--- src/rtl/vga_pkg.sv ---
// rtl/vga_pkg.sv - shared VGA 640x480@60 timing constants and helpers
package vga_pkg;

    localparam int COORD_W = 10;

    localparam int VGA_CLK_DIV     = 4;
    localparam bit VGA_SYNC_ACTIVE = 1'b0;

    localparam int VGA_H_VISIBLE = 640;
    localparam int VGA_H_FP      = 16;
    localparam int VGA_H_SYNC    = 96;
    localparam int VGA_H_BP      = 48;
    localparam int VGA_V_VISIBLE = 480;
    localparam int VGA_V_FP      = 10;
    localparam int VGA_V_SYNC    = 2;
    localparam int VGA_V_BP      = 33;

    localparam int VGA_H_TOTAL  = VGA_H_VISIBLE + VGA_H_FP + VGA_H_SYNC + VGA_H_BP;
    localparam int VGA_V_TOTAL  = VGA_V_VISIBLE + VGA_V_FP + VGA_V_SYNC + VGA_V_BP;
    // Sync windows are half-open: START <= cnt < END.
    localparam int VGA_HS_START = VGA_H_VISIBLE + VGA_H_FP;
    localparam int VGA_HS_END   = VGA_HS_START + VGA_H_SYNC;
    localparam int VGA_VS_START = VGA_V_VISIBLE + VGA_V_FP;
    localparam int VGA_VS_END   = VGA_VS_START + VGA_V_SYNC;

    function automatic logic in_window(input logic [COORD_W-1:0] x, input int lo, input int hi);
        return (int'(x) >= lo) && (int'(x) < hi);
    endfunction

endpackage

--- src/rtl/vga_timing_gen_if.sv ---
// rtl/vga_timing_gen_if.sv - raster position, sync and strobe bundle
interface vga_timing_gen_if;
    import vga_pkg::*;

    logic               pixel_tick;
    logic [COORD_W-1:0] h_cnt;
    logic [COORD_W-1:0] v_cnt;
    logic               valid;
    logic               hsync;
    logic               vsync;
    logic               line_start;
    logic               frame_start;

    modport master (
        output pixel_tick, h_cnt, v_cnt, valid, hsync, vsync, line_start, frame_start
    );

    modport slave (
        input pixel_tick, h_cnt, v_cnt, valid, hsync, vsync, line_start, frame_start
    );
endinterface

--- src/rtl/vga_timing_gen_pixel_tick.sv ---
// rtl/vga_timing_gen_pixel_tick.sv - CLK_DIV enable divider producing the pixel tick
module pixel_tick_gen #(
    parameter int CLK_DIV = 4
) (
    input  logic clk,
    input  logic rst,
    output logic tick
);
    // A 1-bit counter parked at 0 gives a constant tick when CLK_DIV is 1.
    localparam int DIV_W = (CLK_DIV > 1) ? $clog2(CLK_DIV) : 1;
    localparam logic [DIV_W-1:0] LAST = DIV_W'(CLK_DIV - 1);

    logic [DIV_W-1:0] div_cnt;

    always_ff @(posedge clk) begin
        if (rst || div_cnt == LAST) begin
            div_cnt <= '0;
        end else begin
            div_cnt <= div_cnt + 1'b1;
        end
    end

    assign tick = (div_cnt == LAST);
endmodule

--- src/rtl/vga_timing_gen.sv ---
// rtl/vga_timing_gen.sv - VGA raster counters with sync, valid and strobe decode
module vga_timing_gen
    import vga_pkg::*;
#(
    parameter int CLK_DIV     = VGA_CLK_DIV,
    parameter int H_VISIBLE   = VGA_H_VISIBLE,
    parameter int H_FP        = VGA_H_FP,
    parameter int H_SYNC      = VGA_H_SYNC,
    parameter int H_BP        = VGA_H_BP,
    parameter int V_VISIBLE   = VGA_V_VISIBLE,
    parameter int V_FP        = VGA_V_FP,
    parameter int V_SYNC      = VGA_V_SYNC,
    parameter int V_BP        = VGA_V_BP,
    parameter bit SYNC_ACTIVE = VGA_SYNC_ACTIVE
) (
    input  logic             clk,
    input  logic             rst,
    vga_timing_gen_if.master vga
);
    localparam int H_TOTAL  = H_VISIBLE + H_FP + H_SYNC + H_BP;
    localparam int V_TOTAL  = V_VISIBLE + V_FP + V_SYNC + V_BP;
    localparam int HS_START = H_VISIBLE + H_FP;
    localparam int HS_END   = HS_START + H_SYNC;
    localparam int VS_START = V_VISIBLE + V_FP;
    localparam int VS_END   = VS_START + V_SYNC;

    localparam logic [COORD_W-1:0] H_LAST = COORD_W'(H_TOTAL - 1);
    localparam logic [COORD_W-1:0] V_LAST = COORD_W'(V_TOTAL - 1);

    logic               tick;
    logic [COORD_W-1:0] h_cnt;
    logic [COORD_W-1:0] v_cnt;

    pixel_tick_gen #(.CLK_DIV(CLK_DIV)) u_tick (
        .clk  (clk),
        .rst  (rst),
        .tick (tick)
    );

    always_ff @(posedge clk) begin
        if (rst) begin
            h_cnt <= '0;
            v_cnt <= '0;
        end else if (tick) begin
            if (h_cnt == H_LAST) begin
                h_cnt <= '0;
                v_cnt <= (v_cnt == V_LAST) ? '0 : v_cnt + 1'b1;
            end else begin
                h_cnt <= h_cnt + 1'b1;
            end
        end
    end

    // All decode is straight off the counter registers so it lines up with h_cnt/v_cnt.
    assign vga.pixel_tick  = tick;
    assign vga.h_cnt       = h_cnt;
    assign vga.v_cnt       = v_cnt;
    assign vga.valid       = (int'(h_cnt) < H_VISIBLE) && (int'(v_cnt) < V_VISIBLE);
    assign vga.hsync       = in_window(h_cnt, HS_START, HS_END) ? SYNC_ACTIVE : ~SYNC_ACTIVE;
    assign vga.vsync       = in_window(v_cnt, VS_START, VS_END) ? SYNC_ACTIVE : ~SYNC_ACTIVE;
    assign vga.line_start  = tick && (h_cnt == '0);
    assign vga.frame_start = tick && (h_cnt == '0) && (v_cnt == '0);
endmodule

--- src/flat_wrapper.sv ---
// flat-port wrapper written by rule: the top's interface ports become plain ports
module vga_timing_gen_flat import vga_pkg::*;
#(
    parameter int CLK_DIV     = VGA_CLK_DIV,
    parameter int H_VISIBLE   = VGA_H_VISIBLE,
    parameter int H_FP        = VGA_H_FP,
    parameter int H_SYNC      = VGA_H_SYNC,
    parameter int H_BP        = VGA_H_BP,
    parameter int V_VISIBLE   = VGA_V_VISIBLE,
    parameter int V_FP        = VGA_V_FP,
    parameter int V_SYNC      = VGA_V_SYNC,
    parameter int V_BP        = VGA_V_BP,
    parameter bit SYNC_ACTIVE = VGA_SYNC_ACTIVE
)
  (clk, rst, vga_pixel_tick, vga_h_cnt, vga_v_cnt, vga_valid, vga_hsync, vga_vsync, vga_line_start, vga_frame_start);
  vga_timing_gen_if vga_i ();
  input  logic clk;
  input  logic rst;
  output wire logic [$bits(vga_i.pixel_tick)-1:0] vga_pixel_tick;
  output wire logic [$bits(vga_i.h_cnt)-1:0] vga_h_cnt;
  output wire logic [$bits(vga_i.v_cnt)-1:0] vga_v_cnt;
  output wire logic [$bits(vga_i.valid)-1:0] vga_valid;
  output wire logic [$bits(vga_i.hsync)-1:0] vga_hsync;
  output wire logic [$bits(vga_i.vsync)-1:0] vga_vsync;
  output wire logic [$bits(vga_i.line_start)-1:0] vga_line_start;
  output wire logic [$bits(vga_i.frame_start)-1:0] vga_frame_start;
  assign vga_pixel_tick = vga_i.pixel_tick;
  assign vga_h_cnt = vga_i.h_cnt;
  assign vga_v_cnt = vga_i.v_cnt;
  assign vga_valid = vga_i.valid;
  assign vga_hsync = vga_i.hsync;
  assign vga_vsync = vga_i.vsync;
  assign vga_line_start = vga_i.line_start;
  assign vga_frame_start = vga_i.frame_start;
  vga_timing_gen #(.CLK_DIV(CLK_DIV), .H_VISIBLE(H_VISIBLE), .H_FP(H_FP), .H_SYNC(H_SYNC), .H_BP(H_BP), .V_VISIBLE(V_VISIBLE), .V_FP(V_FP), .V_SYNC(V_SYNC), .V_BP(V_BP), .SYNC_ACTIVE(SYNC_ACTIVE)) u_core (.clk(clk), .rst(rst), .vga(vga_i));
endmodule
--- config.mk ---
export PLATFORM = sky130hd
export DESIGN_NAME = vga_timing_gen_flat
export DESIGN_NICKNAME = d
export VERILOG_FILES = /design/src/rtl/vga_pkg.sv /design/src/rtl/vga_timing_gen_if.sv /design/src/rtl/vga_timing_gen_pixel_tick.sv /design/src/rtl/vga_timing_gen.sv /design/src/flat_wrapper.sv
export SDC_FILE = /design/constraint.sdc
export NUM_CORES = 1
export LEC_CHECK = 0
export CORE_MARGIN = 1
export CORE_UTILIZATION = 45
export DETAILED_ROUTE_END_ITERATION = 10
export GPL_TIMING_DRIVEN = 0
export HOLD_SLACK_MARGIN = 0.1
export PLACE_DENSITY = 0.85
export SYNTH_ARGS = -nofsm -noshare
export SYNTH_HDL_FRONTEND = slang
export SYNTH_SLANG_ARGS = --single-unit
export TNS_END_PERCENT = 20
--- constraint.sdc ---
create_clock -name clk -period 2.9 [get_ports clk]
set_clock_uncertainty 0.1 [all_clocks]
set_input_delay 0.87 -clock clk [delete_from_list [all_inputs] [get_ports clk]]
set_output_delay 0.87 -clock clk [all_outputs]
set_load 0.01 [all_outputs]
==> impl_metrics.yaml <==
power:
  vdd_ir_drop_max_uv: 206
  p_leak_nw: 0.558
  power_w: 0.000502
  power.density_nw_per_um2: 316
setup_path:
  path_class: "flip-flop to output pin"
  slowest_delay_ns: 0.65
  critPathSlowestCell: "or4b_2"
  crit_path_end_kind: "output pin"
  cp_cell_sequence: "and3_1 -> or4b_2 -> dlygate4sd2_1"
  start_kind: "flip-flop"
  r2r_slack_ns: 0.53
  crit_arrival_ns: 1.86
  crit_fanout: 8
  cp.required_ns: 1.93
timing:
  finalCritPeriodShare_pct: 97.6
  slew_headroom_pct: 51.7
  min_period_ns: 2.83
  rsz0062_at_grt: "false"
  slew_violations: 0
  tightest_slew_ns: 0.718
  finalSetupViolations: 0
  max_freq_ghz: 0.353
  hold_viol: 0
  fin_ws_ns: 0.0697
clock_network:
  clk_pin_slew_ns: 0.12
  holdBufCountCts: 0
  cts_tree: "done"
  h-tree-depth: 1
  clockBufferDepth: 2
  cts-buffers-inserted: 3
  cts_sinks: 22
  insertion_delay_ns: 0.30
  cts_root_buf: "clkbuf_4"
detailed_routing:
  drt-wirelength-per-cell_um: 15.4
  drt_iter0_drc: 35
  wl_mm: 3.08
  first_pass_iters: 4
  drc_errors: 0
  vias: 1207
  vias_per_cell: 6.04
  ant_nets: 0
floorplan:
  start_util_pct: 48.2
  die_y_um: 54.0
  fp.dieW_um: 54.0
  coreArea_um2: 2520
  rows: 18
  io-pin-count: 28
  die-area_um2: 2910
final_layout:
  utilization_pct: 62.9
  num-fill-cells: 226
  final_layout_size_suffix_gt1_share_pct: 16.5
  multi_input_area_um2: 748
  ff_latch_area_um2: 449
  nets: 179
  antenna_cells: 0
  syn_to_final_growth_pct: 30.7
  fin_cells: 200
placement:
  place_worst_setup_slack_ns: -0.470
  dp_cells: 197
  hpwl_mm: 2.13
  gp_congestion: 0.849
  portBuffers: 27
grt:
  grt_max_degree: 12
  grt_pass1_wl_mm: 4.97
  grt-ovfl-total: 0
  grt_use_total_pct: 23.7
  antenna_found_initial: 0
  grt_pass1_vias: 1098
synth:
  syn-instance-count: 140
  synth_edf_count: 0
  synth_cell_type_count: 40
  yosysSeqAreaShare_pct: 36.3
  synth_flop_cell: "dfxtp_1"
  postSynthNetCount: 147
  async_flop_share_pct: 0
  ys_ff_latch: 22
  synthesis.area_um2: 1210
  syn_avg_cell_area_um2: 8.68
  yosys_warnings: 0
run:
  maxCapViolCount: 0
min_path:
  min_path_type: "flip-flop to flip-flop"
status:
  status: "complete, no violations"
## layout by cell type (no fill, tap or decap), types with 5 or more instances in the layout
cell | netlist | layout
dfxtp_2 | 0 | 7
a21oi_1 | 9 | 9
nor3_1 | 7 | 6
dfxtp_1 | 22 | 15
clkdlybuf4s50_1 | 0 | 24
inv_1 | 7 | 7
nor2_1 | 10 | 10
nand3_1 | 10 | 10
nand2_1 | 10 | 10
xnor2_1 | 5 | 5
## worst max-delay path, delay by kind of cell (launching register included)
kind          cells  cell delay [ns]
simple gates      2             0.86
flops             1             0.40
buf+inv           1             0.31
## through the flow
stage	instance area (µm²)	hold WS, ns	TNS, ns
after detailed placement	1530	0.326	-0.951
after global routing	1590	0.362	0
after CTS	1590	0.356	0
final	1590	0.347	0
after floorplan	1220	0.304	0
after global placement	1530	0.313	-0.861
## repair_timing
item,CTS,global route
setup endpoints to repair,3,3
cloned,0,0
pin swaps,3,2
buffers inserted,4,0
resized for setup,17,4
endpoints found under the hold margin,0,0
## cell type report
type,count,area share [%]
Buffer,2,0.946
Clock buffer,3,1.42
Inverter,7,1.65
Multi-Input combinational cell,105,47.1
Sequential cell,22,28.3
Tap cell,30,2.36
Timing Repair Buffer,31,18.2
## report_power, final
part	switching, W	internal, W	leakage [nW]	total (W)
combinational	0.0000223	0.0000256	0.363	0.0000479
sequential	0.00000657	0.000309	0.181	0.000315
clock	0.0000909	0.0000485	0.0138	0.000139
total	0.000120	0.000383	0.558	0.000502
## cell usage after synthesis, types with 3 or more instances
library cell   n  share of area, %
a21oi_1        9               3.7
nand2b_1       3               1.5
nor3_1         7               2.9
buf_2          3               1.2
or4b_2         4               3.3
xnor2_1        5               3.6
nand3_1       10               4.1
nand2_1       10               3.1
inv_1          7               2.2
o21ai_0        3               1.2
and4_1         3               2.2
and3_1         3               1.5
nor2_1        10               3.1
ha_1           5               5.1
nor4_1         4               2.1
xor2_1         4               2.9
dfxtp_1       22                36
## state kept, by name (all words and copies together) (netlist names)
register / count
u_core.u_tick.div_cnt: 2
u_core.vga.v_cnt: 10
u_core.vga.h_cnt: 10
## path summary, 6_finish.rpt
path / cells after the start / startpoint / endpoint
setup / recovery: 3 / u_core.vga.h_cnt[4] / vga_hsync
hold / removal: 1 / u_core.u_tick.div_cnt[0] / u_core.u_tick.div_cnt[0]
setup reg to reg: 7 / u_core.vga.h_cnt[0] / u_core.vga.v_cnt[3]
hold reg to reg: 1 / u_core.u_tick.div_cnt[0] / u_core.u_tick.div_cnt[0]
## cells by family (layout without fill, tap and decap cells)
| group | Yosys count | in the layout | synth area share, % |
|---|---|---|---|
| XOR/XNOR | 9 | 9 | 6.49 |
| flip-flops | 22 | 22 | 36.3 |
| AND/OR/NAND/NOR | 68 | 68 | 35.1 |
| buffers and inverters | 13 | 43 | 4.94 |
| AO/OA/AOI/OAI | 23 | 23 | 12.0 |
| adder cells (fa/ha/maj) | 5 | 5 | 5.15 |
## metal layers
metal / global-route usage [%] / vias up / share of wire [%]
met5: 0 / - / 0
met4: 10.1 / 0 / 2.5
met2: 38.9 / 54 / 49
li1: - / 576 / -
met1: 30.3 / 567 / 43
met3: 3.67 / 10 / 5.6
Note: power is estimated with default switching activity, not from simulation.
